`config.mk`:
```
export PLATFORM = sky130hd
export DESIGN_NAME = capture_ctrl
export DESIGN_NICKNAME = d
export VERILOG_FILES = /design/src/rtl/capture_ctrl.sv
export SDC_FILE = /design/constraint.sdc
export NUM_CORES = 1
export LEC_CHECK = 0
export ABC_AREA = 1
export CAP_MARGIN = 20
export CORE_UTILIZATION = 50
export CTS_BUF_LIST = sky130_fd_sc_hd__clkbuf_2
export CTS_CLUSTER_SIZE = 25
export DETAILED_ROUTE_END_ITERATION = 8
export PLACE_DENSITY = 0.72
export SYNTH_ARGS = -nofsm -noshare
export SYNTH_HDL_FRONTEND = slang
export SYNTH_SLANG_ARGS = --single-unit
```
`constraint.sdc`:
```
create_clock -name clk -period 2.2 [get_ports clk]
set_input_delay 0.33 -clock clk [delete_from_list [all_inputs] [get_ports clk]]
set_output_delay 0.33 -clock clk [all_outputs]
set_load 0.03 [all_outputs]
```
`src/rtl/capture_ctrl.sv`:
```
// Trace capture sequencer: fills a 512-entry circular sample RAM, arms, waits for trigger, captures post-trigger samples.
// Optional decimation is compiled in with `define CAPTURE_DECIM_EN; otherwise a sample is taken every clock.
module capture_ctrl (
  input  logic       clk,
  input  logic       rst_n,
  input  logic       trigger,
  input  logic       capture_done,
  input  logic [8:0] trig_pos,
  input  logic [3:0] decimator,
  output logic       armed,
  output logic       set_capture_done,
  output logic       we,
  output logic [8:0] waddr,
  output logic [8:0] trace_end
);

  localparam int unsigned AW = 9;
  localparam int unsigned CW = 10;
  localparam int unsigned DW = 4;

  typedef enum logic [2:0] {IDLE, FILL, ARMED, POST, DONE} state_t;

  state_t        state, state_next;
  logic [CW-1:0] fill_cnt, fill_cnt_next, fill_inc, fill_thresh;
  logic [CW-1:0] dec_cnt, dec_cnt_next, dec_mask;
  logic [AW-1:0] post_cnt, post_cnt_next;
  logic [AW-1:0] waddr_next, trace_end_next;
  logic          armed_next, scd_next, we_next, active_next;

  // Tick period mask: 2^decimator-1, saturated at the largest legal exponent
`ifdef CAPTURE_DECIM_EN
  logic [DW-1:0] decim_sat;
  assign decim_sat = (decimator > DW'(9)) ? DW'(9) : decimator;
  assign dec_mask  = (CW'(1) << decim_sat) - CW'(1);
`else
  logic unused_decimator;
  assign unused_decimator = ^decimator;
  assign dec_mask         = '0;
`endif

  assign fill_inc    = fill_cnt + CW'(1);
  assign fill_thresh = CW'(512) - CW'(trig_pos);

  // we is registered one cycle ahead so that it coincides with the sample tick
  always_comb begin
    state_next     = state;
    fill_cnt_next  = fill_cnt;
    dec_cnt_next   = '0;
    post_cnt_next  = post_cnt;
    waddr_next     = we ? (waddr + AW'(1)) : waddr;
    trace_end_next = trace_end;

    case (state)
      IDLE: begin
        fill_cnt_next = '0;
        if (!capture_done) state_next = FILL;
      end
      FILL: begin
        dec_cnt_next = we ? '0 : (dec_cnt + CW'(1));
        if (we) begin
          fill_cnt_next = fill_inc;
          if (fill_inc == fill_thresh) state_next = ARMED;
        end
      end
      ARMED: begin
        dec_cnt_next = we ? '0 : (dec_cnt + CW'(1));
        if (trigger) begin
          if (trig_pos == '0) begin
            state_next = DONE;
          end else begin
            state_next    = POST;
            post_cnt_next = trig_pos;
          end
        end
      end
      POST: begin
        dec_cnt_next = we ? '0 : (dec_cnt + CW'(1));
        if (we) begin
          post_cnt_next = post_cnt - AW'(1);
          if (post_cnt <= AW'(1)) state_next = DONE;
        end
      end
      DONE: begin
        state_next = IDLE;
      end
      default: begin
        state_next = IDLE;
      end
    endcase

    // DONE never repeats, so entering it is the single completion event
    if (state_next == DONE) trace_end_next = waddr_next - AW'(1);

    active_next = (state_next == FILL) || (state_next == ARMED) || (state_next == POST);
    armed_next  = (state_next == ARMED) || (state_next == POST);
    scd_next    = (state_next == DONE);
    we_next     = active_next && (dec_cnt_next == dec_mask);
  end

  always_ff @(posedge clk or negedge rst_n) begin
    if (!rst_n) begin
      state            <= IDLE;
      fill_cnt         <= '0;
      dec_cnt          <= '0;
      post_cnt         <= '0;
      waddr            <= '0;
      trace_end        <= '0;
      armed            <= 1'b0;
      set_capture_done <= 1'b0;
      we               <= 1'b0;
    end else begin
      state            <= state_next;
      fill_cnt         <= fill_cnt_next;
      dec_cnt          <= dec_cnt_next;
      post_cnt         <= post_cnt_next;
      waddr            <= waddr_next;
      trace_end        <= trace_end_next;
      armed            <= armed_next;
      set_capture_done <= scd_next;
      we               <= we_next;
    end
  end

endmodule

```
==> flow_summary.json <==
{
  "synth_top_family_by_area": "simple AND/OR/NAND/NOR gates",
  "worst_setup_path_end_kind": "output pin",
  "chipWidth_um": 83.51,
  "antenna_left": 0,
  "number_of_levels_the_h_tree_was_split_into": 2,
  "max_cap_viol_count": 0,
  "place.detailed.hpwl_um": 5599,
  "synthesized_area_fraction_occupied_by_and_or_nand_nor_cells_pct": 33.41,
  "drt_iter0_markers": 116,
  "ys_types": 39,
  "setup.worst_path.class": "reg -> out",
  "cp.buffers_inverters": 1,
  "synth_warnings": 0,
  "firstDrtPassIters": 4,
  "via_per_inst": 5.065,
  "cts.root.buffer_cell": "sky130_fd_sc_hd__clkbuf_2",
  "grt.total_usage_pct": 22.07,
  "cts_tree": "yes",
  "grt_max_degree": 31,
  "first_pass_grt_wire_length_um": 12410,
  "via_count_of_the_routed_design": 2963,
  "finalSetupViolations": 0,
  "status": "complete, no violations",
  "cp-start-kind": "flip-flop",
  "grt_antenna_before_repair": 0,
  "critical_path.top_delay_family": "buffers and inverters",
  "rsz0062_at_grt": "false",
  "final-max-slew-violation-count": 0,
  "power_leakage_nw": 2.007,
  "fillerInstances": 569,
  "relSlewSlack_pct": 61.83,
  "netlist_instances": 448,
  "timing.final.crit_share_pct": 93.00,
  "parity_gate_share_of_the_synthesized_area_counting_xor_and_xnor_cells_pct": 5.009,
  "critical_path_depth": 1,
  "fin_crit_ps": 2046,
  "clk_transition_reported_paths_ps": 270,
  "floorplan.die_area_mm2": 0.006974,
  "timing.fmax_mhz": 488.8,
  "critical_path.cell_chain": "clkdlybuf4s50_1",
  "hold_path_class": "in -> async",
  "buffer_ports.inserted": 33,
  "ys_seq_elements": 53,
  "drt-total-wl_um": 7204,
  "avgRoutedWirePerCell_um": 12.31,
  "area_delta_synth_final_pct": 20.04,
  "postSynth.topFlopCell": "sky130_fd_sc_hd__dfrtp_1",
  "numClockSinks": 53,
  "ctsLongestPathBuffers": 2,
  "worst_clock_skew_ps": 22.08,
  "critical_path.max_stage_delay_ps": 720,
  "num-nets-final": 532,
  "worst_reg2reg_path_length_in_cells": 12,
  "synth-edff-count": 0,
  "synth_nets": 473,
  "gp_routability_congestion": 0.8743,
  "synth-async-reset-ratio_pct": 100.0,
  "synth_compound_gate_area_share_pct": 9.567,
  "worst-slew-pin-transition_ps": 572.6,
  "most_common_cell_after_layout_fill_and_taps_aside": "sky130_fd_sc_hd__nand2_1",
  "initial_core_utilization_pct": 52.02,
  "row_count": 29,
  "core_region_area_mm2": 0.006386,
  "critical-path-slowest-cell": "sky130_fd_sc_hd__clkdlybuf4s50_1",
  "netlist_area_mm2": 0.003322,
  "muxShareOfSynthArea_pct": 0,
  "clock_latency_ps": 450,
  "post_detailed_route_drc_marker_count": 0,
  "yosys.area_share.adder_pct": 3.013,
  "overflow": 0,
  "numCtsBuffers": 5,
  "ys_seq_area_share_pct": 39.92,
  "antenna_diode_count": 0,
  "first_global_vias": 2747,
  "worstPathMaxFanout": 4,
  "setup-tns-final_ps": 0,
  "cp.required_ps": 1870,
  "die_height_um": 83.51,
  "vdd.ir_drop.worst_v": 0.0008234,
  "io_pins": 38,
  "fin_hold_ws_ps": 350.1,
  "power.density_cell_area_mw_per_mm2": 945.8,
  "layout.cells.most_common_list": "121 x sky130_fd_sc_hd__nand2_1, 65 x sky130_fd_sc_hd__inv_1, 52 x sky130_fd_sc_hd__dfrtp_1",
  "synth.avg_cell_area_um2": 7.415,
  "share_of_cells_above_drive_strength_1_pct": 13.98,
  "worstPathArrival_ps": 1720,
  "final_hold_viol_count": 0,
  "utilization_pct": 62.44
}
==> cells by family after synthesis <==
| kind of cell | Yosys count |
|---|---|
| AOI/OAI and AO/OA | 56 |
| xor gates and xnor gates | 16 |
| adders and majority gates | 8 |
| buffers and inverters | 77 |
| DFF | 53 |
| and+or+nand+nor | 238 |
==> worst paths after layout <==
| check | start | to | slack, ps |
|---|---|---|---|
| max in group asynchronous | rst_n | post_cnt[7]$_DFFE_PN0P_ | 1270 |
| worst max register to register | waddr[0]$_DFF_PN0_ | trace_end[6]$_DFFE_PN0P_ | 190 |
| worst min-delay path | rst_n | dec_cnt[4]$_DFF_PN0_ | 350 |
| min in group clk | trace_end[7]$_DFFE_PN0P_ | trace_end[7]$_DFFE_PN0P_ | 520 |
| worst min register to register | trace_end[7]$_DFFE_PN0P_ | trace_end[7]$_DFFE_PN0P_ | 520 |
| worst max-delay path | waddr[7]$_DFF_PN0_ | waddr[7] | 150 |
==> where the power goes <==
part / total (mW) / switching, mW / leakage [nW] / internal [mW]
clock: 0.501 / 0.314 / 0.0366 / 0.188
combinational: 1.88 / 1.19 / 1.30 / 0.686
sequential: 1.40 / 0.208 / 0.671 / 1.19
total: 3.77 / 1.71 / 2.01 / 2.06
==> cell type report <==
type	instances	area [µm²]	share of cell area, %
Clock buffer	5	25.02	0.6276
Clock inverter	3	41.29	1.035
Multi-Input combinational cell	318	1694	42.49
Inverter	72	270.3	6.778
Tap cell	77	96.34	2.416
Sequential cell	53	1328	33.29
Timing Repair Buffer	57	533.0	13.37
==> what timing repair did <==
item	4_1_cts	5_1_grt
hold buffers	1	0
endpoints found under the hold margin	23	0
setup endpoints to repair	1	0
setup buffers	1	0
gates resized for setup	1	0
==> registers in the layout, indices dropped and copies added, names as in the netlist <==
signal	cells
post_cnt	9
we	1
set_capture_done	1
fill_cnt	10
state	3
armed	1
dec_cnt	10
waddr	9
trace_end	9
==> metrics by stage <==
stage          std cells  worst slack (ps)  total power, mW  instance area (µm²)
2_1_floorplan        448             258.3            2.707                 3322
4_1_cts              585             130.1            3.795                 3988
6_report             585             154.0            3.772                 3988
3_3_place_gp         575            -250.6            3.212                 3902
5_1_grt              585             8.598            4.075                 3988
3_5_place_dp         575            -279.4            3.262                 3902
==> Yosys cell counts, types with 3 or more instances <==
master                     instances  share of area, %
sky130_fd_sc_hd__nand2_1         121                14
sky130_fd_sc_hd__inv_1            65               7.3
sky130_fd_sc_hd__dfrtp_1          53                40
sky130_fd_sc_hd__nand3_1          37               5.6
sky130_fd_sc_hd__nor2_1           36               4.1
sky130_fd_sc_hd__o21ai_0          30               4.5
sky130_fd_sc_hd__xor2_1           11               2.9
sky130_fd_sc_hd__nor2_2           10               1.9
sky130_fd_sc_hd__ha_1              8               3.0
sky130_fd_sc_hd__nor3_1            8               1.2
sky130_fd_sc_hd__inv_2             7              0.79
sky130_fd_sc_hd__o22ai_1           7               1.3
sky130_fd_sc_hd__a21oi_1           6              0.90
sky130_fd_sc_hd__nand2_2           6               1.1
sky130_fd_sc_hd__a31oi_1           4              0.75
sky130_fd_sc_hd__nand3_2           3              0.90
sky130_fd_sc_hd__nand3b_1          3              0.68
sky130_fd_sc_hd__nand4_1           3              0.57
sky130_fd_sc_hd__nor2_4            3               1.0
sky130_fd_sc_hd__xnor2_1           3              0.79
==> routing by layer <==
layer / wire, µm / GRT usage (%) / share of wire (%) / vias up
met4: 72 / 5.393 / 1.0 / 0
met1: 3604 / 31.17 / 50 / 1366
met2: 3348 / 35.92 / 46 / 38
met3: 178 / 3.363 / 2.5 / 7
met5: 0 / 0 / 0 / -
li1: - / - / - / 1552
Note: power is estimated with default switching activity, not from simulation.
